$ cat src/rtl/remote_comm.sv
// remote_comm: host-side command sender and response receiver for the Knight.
// A 16-bit command goes out on TX as two 8N1 bytes, high byte first; the
// 8-bit response coming back on RX is deserialized into resp.
//
// TX FSM
//   state   | meaning
//   TX_IDLE | line idle high, waiting for snd_cmd
//   TX_HIGH | shifting start/data/stop of cmd[15:8]
//   TX_LOW  | shifting start/data/stop of cmd[7:0]
//   TX_DONE | one-cycle cmd_snt pulse, still busy
//
// RX FSM
//   state    | meaning
//   RX_IDLE  | waiting for a falling edge on the synchronized line
//   RX_START | counting to mid start bit to reject glitches
//   RX_DATA  | sampling 8 data bits at mid-bit, LSB first
//   RX_STOP  | sampling the stop bit; publish byte only if it is high
module remote_comm #(
  parameter int BAUD_DIV = 5208
) (
  input  logic        clk,
  input  logic        rst_n,
  input  logic [15:0] cmd,
  input  logic        snd_cmd,
  output logic        busy,
  output logic        cmd_snt,
  output logic        TX,
  input  logic        RX,
  output logic [7:0]  resp,
  output logic        resp_rdy
);

  localparam int BW = (BAUD_DIV > 1) ? $clog2(BAUD_DIV) : 1;
  localparam logic [BW-1:0] BAUD_LAST = BW'(BAUD_DIV - 1);
  localparam logic [BW-1:0] HALF_LAST = BW'(BAUD_DIV / 2 - 1);
  localparam logic [BW-1:0] BAUD_ONE  = BW'(1);

  typedef enum logic [1:0] {TX_IDLE, TX_HIGH, TX_LOW, TX_DONE} tx_state_t;
  typedef enum logic [1:0] {RX_IDLE, RX_START, RX_DATA, RX_STOP} rx_state_t;

  tx_state_t       tx_state, tx_state_nxt;
  logic [BW-1:0]   tx_baud, tx_baud_nxt;
  logic [3:0]      tx_bit, tx_bit_nxt;
  logic [15:0]     tx_shadow, tx_shadow_nxt;
  logic            tx_q, tx_q_nxt;
  logic [7:0]      tx_byte;
  logic [2:0]      tx_idx;

  rx_state_t       rx_state, rx_state_nxt;
  logic [BW-1:0]   rx_baud, rx_baud_nxt;
  logic [3:0]      rx_bit, rx_bit_nxt;
  logic [7:0]      rx_shift, rx_shift_nxt;
  logic [7:0]      resp_q, resp_nxt;
  logic            resp_rdy_q, resp_rdy_nxt;
  logic            rx_meta, rx_sync, rx_prev;

  assign busy     = (tx_state != TX_IDLE);
  assign cmd_snt  = (tx_state == TX_DONE);
  assign TX       = tx_q;
  assign resp     = resp_q;
  assign resp_rdy = resp_rdy_q;

  // TX next state, bit timing, and the registered line level for the next cycle
  always_comb begin
    tx_state_nxt  = tx_state;
    tx_baud_nxt   = tx_baud;
    tx_bit_nxt    = tx_bit;
    tx_shadow_nxt = tx_shadow;
    tx_q_nxt      = 1'b1;
    case (tx_state)
      TX_IDLE: begin
        if (snd_cmd) begin
          tx_state_nxt  = TX_HIGH;
          tx_baud_nxt   = BAUD_LAST;
          tx_bit_nxt    = 4'd0;
          tx_shadow_nxt = cmd;
        end
      end
      TX_HIGH, TX_LOW: begin
        if (tx_baud == '0) begin
          tx_baud_nxt = BAUD_LAST;
          if (tx_bit == 4'd9) begin
            tx_bit_nxt   = 4'd0;
            tx_state_nxt = (tx_state == TX_HIGH) ? TX_LOW : TX_DONE;
          end else begin
            tx_bit_nxt = tx_bit + 4'd1;
          end
        end else begin
          tx_baud_nxt = tx_baud - BAUD_ONE;
        end
      end
      TX_DONE: tx_state_nxt = TX_IDLE;
      default: tx_state_nxt = TX_IDLE;
    endcase
    // Registering the line avoids decode glitches on the pin; it is computed
    // from next-state values so the start bit still appears right after accept.
    tx_byte = (tx_state_nxt == TX_HIGH) ? tx_shadow_nxt[15:8] : tx_shadow_nxt[7:0];
    tx_idx  = 3'(tx_bit_nxt - 4'd1);
    if (tx_state_nxt == TX_HIGH || tx_state_nxt == TX_LOW) begin
      if (tx_bit_nxt == 4'd0)      tx_q_nxt = 1'b0;
      else if (tx_bit_nxt == 4'd9) tx_q_nxt = 1'b1;
      else                         tx_q_nxt = tx_byte[tx_idx];
    end
  end

  // TX state register
  always_ff @(posedge clk) begin
    if (!rst_n) begin
      tx_state  <= TX_IDLE;
      tx_baud   <= '0;
      tx_bit    <= 4'd0;
      tx_shadow <= 16'h0000;
      tx_q      <= 1'b1;
    end else begin
      tx_state  <= tx_state_nxt;
      tx_baud   <= tx_baud_nxt;
      tx_bit    <= tx_bit_nxt;
      tx_shadow <= tx_shadow_nxt;
      tx_q      <= tx_q_nxt;
    end
  end

  // RX line synchronizer plus one more flop for falling-edge detection
  always_ff @(posedge clk) begin
    if (!rst_n) begin
      rx_meta <= 1'b1;
      rx_sync <= 1'b1;
      rx_prev <= 1'b1;
    end else begin
      rx_meta <= RX;
      rx_sync <= rx_meta;
      rx_prev <= rx_sync;
    end
  end

  // RX next state, mid-bit sampling and response publish
  always_comb begin
    rx_state_nxt = rx_state;
    rx_baud_nxt  = rx_baud;
    rx_bit_nxt   = rx_bit;
    rx_shift_nxt = rx_shift;
    resp_nxt     = resp_q;
    resp_rdy_nxt = 1'b0;
    case (rx_state)
      RX_IDLE: begin
        if (rx_prev && !rx_sync) begin
          rx_state_nxt = RX_START;
          rx_baud_nxt  = HALF_LAST;
        end
      end
      RX_START: begin
        if (rx_baud == '0) begin
          if (rx_sync) begin
            rx_state_nxt = RX_IDLE;
          end else begin
            rx_state_nxt = RX_DATA;
            rx_baud_nxt  = BAUD_LAST;
            rx_bit_nxt   = 4'd0;
          end
        end else begin
          rx_baud_nxt = rx_baud - BAUD_ONE;
        end
      end
      RX_DATA: begin
        if (rx_baud == '0) begin
          rx_shift_nxt = {rx_sync, rx_shift[7:1]};
          rx_baud_nxt  = BAUD_LAST;
          if (rx_bit == 4'd7) begin
            rx_bit_nxt   = 4'd0;
            rx_state_nxt = RX_STOP;
          end else begin
            rx_bit_nxt = rx_bit + 4'd1;
          end
        end else begin
          rx_baud_nxt = rx_baud - BAUD_ONE;
        end
      end
      RX_STOP: begin
        if (rx_baud == '0) begin
          // Leaving at mid-stop keeps half a bit of margin for a back-to-back start.
          rx_state_nxt = RX_IDLE;
          if (rx_sync) begin
            resp_nxt     = rx_shift;
            resp_rdy_nxt = 1'b1;
          end
        end else begin
          rx_baud_nxt = rx_baud - BAUD_ONE;
        end
      end
      default: rx_state_nxt = RX_IDLE;
    endcase
  end

  // RX state register
  always_ff @(posedge clk) begin
    if (!rst_n) begin
      rx_state   <= RX_IDLE;
      rx_baud    <= '0;
      rx_bit     <= 4'd0;
      rx_shift   <= 8'h00;
      resp_q     <= 8'h00;
      resp_rdy_q <= 1'b0;
    end else begin
      rx_state   <= rx_state_nxt;
      rx_baud    <= rx_baud_nxt;
      rx_bit     <= rx_bit_nxt;
      rx_shift   <= rx_shift_nxt;
      resp_q     <= resp_nxt;
      resp_rdy_q <= resp_rdy_nxt;
    end
  end

endmodule

$ cat config.mk
export PLATFORM = sky130hd
export DESIGN_NAME = remote_comm
export DESIGN_NICKNAME = d
export VERILOG_FILES = /design/src/rtl/remote_comm.sv
export SDC_FILE = /design/constraint.sdc
export NUM_CORES = 1
export LEC_CHECK = 0
export BUFFER_PORTS_ARGS = -buffer_cell sky130_fd_sc_hd__buf_2
export CAP_MARGIN = 20
export CORE_ASPECT_RATIO = 1.75
export CORE_MARGIN = 4
export CORE_UTILIZATION = 35
export DETAILED_ROUTE_END_ITERATION = 8
export PLACE_DENSITY = 0.62
export SLEW_MARGIN = 20
export SYNTH_ARGS = -nofsm -noshare
export SYNTH_HDL_FRONTEND = slang
export SYNTH_SLANG_ARGS = --single-unit
$ cat constraint.sdc
create_clock -name clk -period 5.5 [get_ports clk]
set_input_delay 1.1 -clock clk [delete_from_list [all_inputs] [get_ports clk]]
set_output_delay 1.1 -clock clk [all_outputs]
set_load 0.03 [all_outputs]
==> impl_metrics.ini <==
[critical_path]
ff2ff_setup_slack_ns = 2.32
r2r_cells = 13
path_class = register to register
cp.required_ns = 5.71
crit-reg2reg-launch = tx_baud[0]
path_buf_inv = 1
end_kind = register
r2r-end = TX
start_kind = register
cpPeakStageDelay_ns = 0.36
cp_top_family = compound AO/OA/AOI/OAI gates
cp.arrival_ns = 3.39
path_max_fanout = 6
worstPathCellList = inv_1 -> ha_1 -> nor3b_2 -> nand4_4 -> o21ai_0 -> o31ai_1 -> a22oi_1 -> ha_1 -> nor2b_1 -> a22oi_1 -> and3_2 -> a31oi_1 -> o211ai_2
crit_path_top_delay_cell = nor3b_2

[timing]
worst_pin_slew_ns = 0.891
period_minus_slack_ns = 3.18
post-route-period-util_pct = 57.9
timing.final.ws_setup_ns = 2.32
setup_violations = 0
max_freq_ghz = 0.314
setup_tns_ns = 0
slew_violations = 0
hold_viol = 0
rsz0062_at_grt = false
fin_skew_ns = 0.00540
max_slew_margin_pct = 40.5

[clocking]
clkTransAtPathRegs_ns = 0.06
ctsResizeCount = 0
ctsLongestPathBuffers = 2
cts_made_buffers = 9
cts_tree = built
cts_sinks = 75
postCtsHoldBufs = 0
cts_setup_buffers = 0
htreeDepth = 3
cts-root-buf = clkbuf_16
clk_latency_ns = 0.34

[die]
num_rows = 49
die-area_mm2 = 0.0125
initial_core_util_pct = 36.2
die_w_um = 86.2
dieHeight_um = 145
core_mm2 = 0.0104
ios = 32

[synthesis]
synth_cell_types = 66
synthCells = 446
syn_avg_cell_area_um2 = 8.40
netlist_top_cells_area = dfxtp_1 40%, nand2_1 5.9%, a21oi_1 5.1%, mux2i_1 4.8%, nor2_1 4.7%
synth_top_cell_by_area = dfxtp_1
synth_edf_count = 0
synth.most_common_cell = dfxtp_1
async_reset_ff_share_pct = 0
synth-warning-count = 0
synth_ff_type = dfxtp_1
ys_seq_area_share_pct = 40.1
ys_ff_latch = 75
netlist.area_leader.share_pct = 40.1
synth_nets = 480
synth_common_cells = 75 x dfxtp_1, 59 x nand2_1, 47 x nor2_1, 38 x a21oi_1, 20 x o21ai_0
syn_area_mm2 = 0.00375

[final_layout]
fin_cells = 603
syn_to_final_growth_pct = 15.3
multiInputGateArea_mm2 = 0.00211
register_area_mm2 = 0.00150
drive_gt1_share_pct = 14.3
fillers = 1027
antennaDiodeCount = 0
nets = 505

[power]
p_leak_nw = 1.72
power_density_mw_per_mm2 = 393
power_mw = 1.70
ir_drop_mv = 0.211

[min_path]
hold_path_depth = 1
holdPathEnd = rx_sync
hold_class = register to register
min_from = rx_meta

[place]
place_ws_ns = 2.35
dp_hpwl_um = 6050
globalplace.congestion = 0.854
place_inst = 587
port_buffers = 31

[global_route]
met1_usage_pct = 15.6
grt_use_met2_pct = 25.4
grt_max_degree = 44
antenna_found_initial = 0
grt_pass1_wl_um = 14300
grt_pass1_vias = 3188
grt_use_total_pct = 14.1
grt-ovfl-total = 0
grtUsageMet3_pct = 3.46
busiest_layer = met2

[route]
viasPerCell = 5.33
drc_errors = 0
routed_wirelength_um = 8270
wl_per_cell_um = 13.7
vias = 3211
final_antenna_net_count = 0
first_iter_violations = 198
firstDrtPassIters = 4

[status]
status = finished, final reports clean

[run]
drv_cap = 0
## metrics by stage
step / area [µm²] / utilization (%) / hold WS [ns]
floorplan: 3750 / - / 0.386
global placement: 3990 / 38.5 / 0.402
detailed placement: 3990 / 38.5 / 0.401
CTS: 4320 / 41.7 / 0.417
global route: 4320 / 41.7 / 0.434
finish: 4320 / 41.7 / 0.408
## metal layers
layer | part of all wire, % | wire length (µm)
met3 | 3.8 | 318
met2 | 51 | 4240
met5 | 0 | 0
met1 | 42 | 3500
met4 | 2.5 | 205
## sequential cells by signal (all words and copies together) (netlist names), 2 cells and up, named ones only
signal	flops
resp	8
rx_baud	13
rx_bit	4
rx_shift	8
tx_baud	13
tx_bit	4
tx_shadow	16
tx_state	2
## how the worst max path moves through the flow
stage                     slack, ns  cells after the start       start  to
final                          2.32                     13  tx_baud[0]  TX
after global routing           2.06                     13  tx_baud[0]  TX
after CTS                      2.35                     13  tx_baud[0]  TX
after detailed placement       2.35                     10     snd_cmd  TX
after global placement         2.43                     10     snd_cmd  TX
after floorplan                2.69                      9     snd_cmd  TX
## worst reg2reg max path, cell delays in order (launching register included)
cell      delay (ns)
dfxtp_1         0.33
inv_1           0.08
ha_1            0.20
nor3b_2         0.36
nand4_4         0.20
o21ai_0         0.22
o31ai_1         0.10
a22oi_1         0.34
ha_1            0.33
nor2b_1         0.26
a22oi_1         0.12
and3_2          0.22
a31oi_1         0.20
o211ai_2        0.11
## kinds of logic after synthesis
group                      count (synthesis)  synth area share, %
DFF                                       75                 40.1
xor gates and xnor gates                   6                 1.40
buffers and inverters                     35                 3.74
muxes                                     19                 5.18
and+or+nand+nor                          189                 26.1
adders and majority gates                 14                 4.67
AOI/OAI and AO/OA                        108                 18.9
## power breakdown
part | switching (mW) | total (mW) | internal [mW]
combinational | 0.270 | 0.426 | 0.156
clock | 0.239 | 0.642 | 0.404
sequential | 0.0395 | 0.627 | 0.587
total | 0.548 | 1.70 | 1.15
## area by class of cell
class	instances	area share, %
well taps	127	3.68
clock buffers	10	5.30
clock inverters	6	2.26
inverters	17	1.48
flip-flops and latches	75	34.8
repair buffers	32	3.77
multi-input cells	336	48.8
## layout by cell type (no fill, tap or decap), drive strengths merged, types with 3 or more instances in the layout
cell	count
nor3	12
or3	7
o211ai	5
nor2	48
nand4b	3
xnor2	4
nand4	6
a31oi	6
a21oi	38
nor4b	3
nand2b	12
dfxtp	75
mux2i	19
and2	5
o21ai	21
nor2b	6
buf	32
and3	3
a22oi	9
or2	3
nand2	59
o31ai	5
nand3	12
nor4	5
ha	14
inv	19
clkbuf	10
No activity file was read; power rests on OpenSTA's default activity.
